===== config.mk =====
export PLATFORM = sky130hd
export DESIGN_NAME = alu_frame_rx
export DESIGN_NICKNAME = d
export VERILOG_FILES = /design/src/rtl/alu_pkg.sv /design/src/rtl/alu_uart_byte_rx.sv /design/src/rtl/alu_frame_rx.sv
export SDC_FILE = /design/constraint.sdc
export NUM_CORES = 1
export LEC_CHECK = 0
export BUFFER_PORTS_ARGS = -buffer_cell sky130_fd_sc_hd__buf_2
export CAP_MARGIN = 25
export CORE_MARGIN = 2
export CORE_UTILIZATION = 57
export CTS_CLUSTER_SIZE = 24
export DETAILED_ROUTE_END_ITERATION = 8
export PLACE_DENSITY = 0.85
export REMOVE_ABC_BUFFERS = 1
export SLEW_MARGIN = 15
export SYNTH_ARGS = -nofsm -noshare
export SYNTH_HDL_FRONTEND = slang
export SYNTH_SLANG_ARGS = --single-unit

===== constraint.sdc =====
create_clock -name clk -period 2.3 [get_ports clk]
set_clock_uncertainty 0.1 [all_clocks]
set_input_delay 0.115 -clock clk [delete_from_list [all_inputs] [get_ports clk]]
set_output_delay 0.115 -clock clk [all_outputs]
set_load 0.05 [all_outputs]

===== src/rtl/alu_pkg.sv =====
// Shared constants, types and CRC-4 helpers for the ALU serial packet receiver.
package alu_pkg;

  localparam logic [3:0]  CRC4_POLY  = 4'h3;
  localparam int unsigned FRAME_BITS = 11;
  localparam logic        CMD_CTL    = 1'b1;

  typedef enum logic {IDLE, SHIFT} rx_state_t;

  typedef struct packed {
    logic data;
    logic crc;
    logic op;
  } err_t;

  function automatic logic [3:0] crc4_bit(input logic [3:0] crc, input logic b);
    return {crc[2:0], 1'b0} ^ ((crc[3] ^ b) ? CRC4_POLY : 4'h0);
  endfunction

  function automatic logic [3:0] crc4_byte(input logic [3:0] crc, input logic [7:0] b);
    logic [3:0] c;
    c = crc;
    for (int unsigned i = 0; i < 8; i++) c = crc4_bit(c, b[7-i]);
    return c;
  endfunction

  // Command trailer: a marker 1 followed by the opcode, MSB first.
  function automatic logic [3:0] crc4_tail(input logic [3:0] crc, input logic [2:0] op);
    logic [3:0] c;
    c = crc4_bit(crc, 1'b1);
    for (int unsigned i = 0; i < 3; i++) c = crc4_bit(c, op[2-i]);
    return c;
  endfunction

endpackage


===== src/rtl/alu_uart_byte_rx.sv =====
// Frame deserialiser: start 0, ctl, d[7:0] MSB first, stop 1. Strobes during the stop cycle.
module alu_uart_byte_rx
  import alu_pkg::*;
(
  input  logic       clk,
  input  logic       rst,
  input  logic       sin,
  output logic       byte_valid,
  output logic [7:0] byte_data,
  output logic       byte_ctl,
  output logic       frame_err
);

  localparam logic [3:0] LAST = 4'(FRAME_BITS - 2);

  rx_state_t  state, state_n;
  logic [3:0] cnt, cnt_n;
  logic [7:0] shreg;
  logic       ctl;

  always_ff @(posedge clk) begin
    if (rst) begin
      state <= IDLE;
      cnt   <= '0;
      shreg <= '0;
      ctl   <= 1'b0;
    end else begin
      state <= state_n;
      cnt   <= cnt_n;
      if (state == SHIFT) begin
        if (cnt == 4'd0)
          ctl <= sin;
        else if (cnt != LAST)
          shreg <= {shreg[6:0], sin};
      end
    end
  end

  always_comb begin
    state_n = state;
    cnt_n   = cnt;
    case (state)
      IDLE: begin
        if (!sin) begin
          state_n = SHIFT;
          cnt_n   = '0;
        end
      end
      SHIFT: begin
        if (cnt == LAST) begin
          state_n = IDLE;
          cnt_n   = '0;
        end else begin
          cnt_n = cnt + 4'd1;
        end
      end
      default: state_n = IDLE;
    endcase
  end

  // The stop bit is judged combinationally so the byte is usable on the edge that samples it.
  assign byte_valid = (state == SHIFT) && (cnt == LAST);
  assign frame_err  = byte_valid && !sin;
  assign byte_data  = shreg;
  assign byte_ctl   = ctl;

endmodule


===== src/rtl/alu_frame_rx.sv =====
// ALU packet receiver: assembles operands, checks length/CRC-4/opcode, presents one result per packet.
module alu_frame_rx
  import alu_pkg::*;
#(
  parameter int          DATA_W    = 32,
  parameter int          NUM_OPS   = 2,
  parameter logic [7:0]  LEGAL_OPS = 8'b0011_0011
)(
  input  logic                        clk,
  input  logic                        rst,
  input  logic                        sin,
  input  logic                        out_ready,
  output logic                        out_valid,
  output logic [NUM_OPS*DATA_W-1:0]   out_data,
  output logic [2:0]                  out_op,
  output logic                        err_data,
  output logic                        err_crc,
  output logic                        err_op,
  output logic [7:0]                  drop_cnt
);

  localparam int unsigned PW     = NUM_OPS * DATA_W;
  localparam int unsigned NBYTES = PW / 8;
  localparam int unsigned CW     = $clog2(NBYTES + 2);
  localparam logic [CW-1:0] NB_FULL = CW'(NBYTES);
  localparam logic [CW-1:0] NB_SAT  = CW'(NBYTES + 1);

  logic          byte_valid, byte_ctl, frame_err;
  logic [7:0]    byte_data;
  logic [CW-1:0] cnt;
  logic [3:0]    crc;
  logic [PW-1:0] shreg;
  logic          framing;
  logic          data_ok, cmd, dbyte;
  logic [2:0]    op;
  err_t          err;

  alu_uart_byte_rx u_byte_rx (
    .clk        (clk),
    .rst        (rst),
    .sin        (sin),
    .byte_valid (byte_valid),
    .byte_data  (byte_data),
    .byte_ctl   (byte_ctl),
    .frame_err  (frame_err)
  );

  always_comb begin
    data_ok = byte_valid && !frame_err;
    cmd     = data_ok && (byte_ctl == CMD_CTL);
    dbyte   = data_ok && (byte_ctl != CMD_CTL);
    op      = byte_data[6:4];
    err     = '0;
    if ((cnt != NB_FULL) || framing)
      err.data = 1'b1;
    else if (crc4_tail(crc, op) != byte_data[3:0])
      err.crc = 1'b1;
    else if (!LEGAL_OPS[op])
      err.op = 1'b1;
  end

  always_ff @(posedge clk) begin
    if (rst) begin
      cnt       <= '0;
      crc       <= '0;
      shreg     <= '0;
      framing   <= 1'b0;
      out_valid <= 1'b0;
      out_data  <= '0;
      out_op    <= '0;
      err_data  <= 1'b0;
      err_crc   <= 1'b0;
      err_op    <= 1'b0;
      drop_cnt  <= '0;
    end else begin
      if (frame_err)
        framing <= 1'b1;

      if (dbyte) begin
        if (cnt < NB_FULL)
          shreg <= (shreg << 8) | PW'(byte_data);
        if (cnt != NB_SAT)
          cnt <= cnt + 1'b1;
        crc <= crc4_byte(crc, byte_data);
      end

      if (cmd) begin
        cnt     <= '0;
        crc     <= '0;
        shreg   <= '0;
        framing <= 1'b0;
        // A completing packet may replace the output in the very cycle it is consumed.
        if (!out_valid || out_ready) begin
          out_valid <= 1'b1;
          out_data  <= err.data ? '0 : shreg;
          out_op    <= op;
          err_data  <= err.data;
          err_crc   <= err.crc;
          err_op    <= err.op;
        end else if (drop_cnt != 8'hFF) begin
          drop_cnt <= drop_cnt + 8'd1;
        end
      end else if (out_valid && out_ready) begin
        out_valid <= 1'b0;
      end
    end
  end

endmodule

==> reports/qor.csv <==
metric,value,unit
postCtsSetupBuffers,0,
cap_violations,0,
setup_violations,0,
ys_seq_area_share,51.8,%
synthArstFlopShare,0,%
power.density,773,mW/mm^2
num_rows,38,
ys.warnings.count,0,
ys.flop_type,dfxtp_1,
layout_commonest_cell,dfxtp_1,
vias,5173,
antenna_found_initial,0,
wire_per_inst,15.6,microns
cts_num_sinks,167,
drc,0,
total_power,5.84,mW
gr-total-overflow,0,
crit_start,u_byte_rx.cnt[1],
multiInputGateArea,0.00280,sq mm
start_util,59.1,%
syn_area_per_cell,9.19,sq um
cts_tree,yes,
fp.coreArea,0.0109,sq mm
ir_drop,0.000579,V
critPathKind,reg2reg,
cts_buffer_depth,2,
drt_iter0_drc,393,
portBuffers,82,
htree_levels,4,
drive_gt1_share,22.2,%
r2r_slack,0.08,ns
layout_common_cells,"dfxtp_1, nand2_1, nor2_1",
clkTransAtPathRegs,0.06,ns
grt_usage,23.3,%
crit_end,out_data[3],
ys_ff_latch,167,
synth.cell_area,0.00646,sq mm
slew_violations,0,
slew_headroom,61.6,%
syn_to_final_growth,16.9,%
cp_data_required_time,2.55,ns
leakagePower,2.86,nW
finalNonFillerCells,918,
placed_cells,886,
fillers,797,
hp-class,in2reg,
reg2reg_depth,8,
io_pins,83,
dieWidth,110,microns
drt_wl_total,14400,microns
drtAntennaViolNets,0,
first_pass_iters,5,
hold_ws,0.0186,ns
syn_inst,703,
n_antenna_cell,0,
grt_max_degree,71,
nets,778,
r2r_end,out_data[3],
insertion_delay,0.42,ns
die_h,110,microns
gp_congestion,0.774,
viasPerCell,5.64,
cts_made_buffers,17,
status,completed,
fp.dieArea,0.0122,sq mm
grt_pass1_wl,23600,microns
report.final.hold_viol_count,0,
ff_latch_area,0.00334,sq mm
grt_pass1_vias,5139,
dp_hpwl,8590,microns
ys_types,45,
cp.arrival,2.47,ns
tightest_slew,0.575,ns
timing.final.crit_share,96.7,%
cts_root_buf,clkbuf_16,
critPathMaxFanout,26,
cp-start-kind,register,
end_kind,register,
period_needed,2.22,ns
synth_edf_count,0,
fmaxAchievable,0.450,GHz
r2r-start,u_byte_rx.cnt[1],
==> critical path, cell delays in order (launching register included) <==
cell and delay, ns:
dfxtp_1 0.34, inv_1 0.12, ha_1 0.20, and4b_2 0.33
nand4_4 0.13, and4bb_4 0.38, buf_6 0.27, a22oi_1 0.13
nor2_1 0.14
==> metrics by stage <==
| step | area, sq um | TNS [ns] | utilization, % | setup slack (ns) |
|---|---|---|---|---|
| 6_report | 7550 | 0 | 69.0 | 0.0754 |
| 5_1_grt | 7550 | -0.116 | 69.0 | -0.0479 |
| 4_1_cts | 7530 | 0 | 68.8 | 0.0601 |
| 3_5_place_dp | 6930 | 0 | 63.3 | 0.0250 |
| 3_3_place_gp | 6930 | 0 | 63.3 | 0.166 |
| 2_1_floorplan | 6160 | -108.04 | - | -1.32 |
==> cells in the mapped netlist (2+ instances only) <==
master,n,area (sq um)
dfxtp_1,167,3340
nand2_1,142,533
nor2_1,87,327
a21oi_1,77,385
a22oi_2,40,500
clkbuf_1,29,109
a22oi_1,25,188
xnor2_1,19,166
nand3_1,16,80.1
buf_6,12,135
inv_1,11,41.3
buf_2,9,45.0
ha_1,7,87.6
mux2i_1,7,70.1
nand3b_1,6,45.0
o21ai_0,6,30.0
nand2b_1,4,25.0
nor3_1,4,20.0
or3_1,4,25.0
nor4_1,3,18.8
xor2_1,3,26.3
nor2b_1,2,12.5
==> flip-flops by register name (all words and copies together) (netlist names), named ones only <==
register             count
u_byte_rx.byte_ctl       1
err_data                 1
out_op                   3
out_data                64
u_byte_rx.cnt            4
out_valid                1
err_op                   1
crc                      4
cnt                      4
framing                  1
err_crc                  1
shreg                   64
drop_cnt                 8
u_byte_rx.state          1
u_byte_rx.byte_data      8
==> final cells by class <==
cell class | count | area share [%]
sequential | 167 | 44.3
clock buffer | 21 | 5.97
timing repair buffer | 97 | 8.12
multi-input combinational | 473 | 37.1
inverter | 11 | 0.547
clock inverter | 9 | 1.69
tap | 140 | 2.32
==> worst min path at each step <==
stage,to,from,depth (start not counted),slack [ns]
3_5_place_dp,shreg[58],shreg[58],2,0.35
3_3_place_gp,err_data,err_data,2,0.34
2_1_floorplan,cnt[3],rst,1,0.08
4_1_cts,out_valid,out_ready,3,0.004
5_1_grt,out_valid,out_ready,3,0.02
6_report,out_valid,out_ready,3,0.02
==> cells by family after synthesis <==
group	Yosys count	share of synthesized area (%)
simple gates	277	18.4
flops	167	51.8
buf+inv	63	5.31
compound gates	158	18.4
xor+xnor	24	3.70
fa+ha+maj	7	1.36
mux	7	1.08
==> per-layer routing <==
layer | routed length (microns) | global-route usage, % | part of all wire (%) | vias up
met5 | 0 | 0 | 0 | -
met4 | 290 | 9.83 | 2.0 | 0
met3 | 682 | 5.49 | 4.7 | 30
met2 | 7320 | 41.1 | 51 | 139
met1 | 6070 | 27.0 | 42 | 2501
li1 | - | - | - | 2503
==> power by group <==
part	internal [mW]	switching [mW]
Clock	1.72	1.10
Combinational	0.0285	0.0766
Sequential	2.90	0.0142
==> what timing repair did <==
| action | in CTS | in global routing |
|---|---|---|
| hold endpoints to repair | 14 | 0 |
| gates resized for setup | 1 | 4 |
| pin swaps | 0 | 0 |
| hold buffers | 2 | 0 |
| setup endpoints to repair | 1 | 29 |
Power figures use the tool's default switching activity.
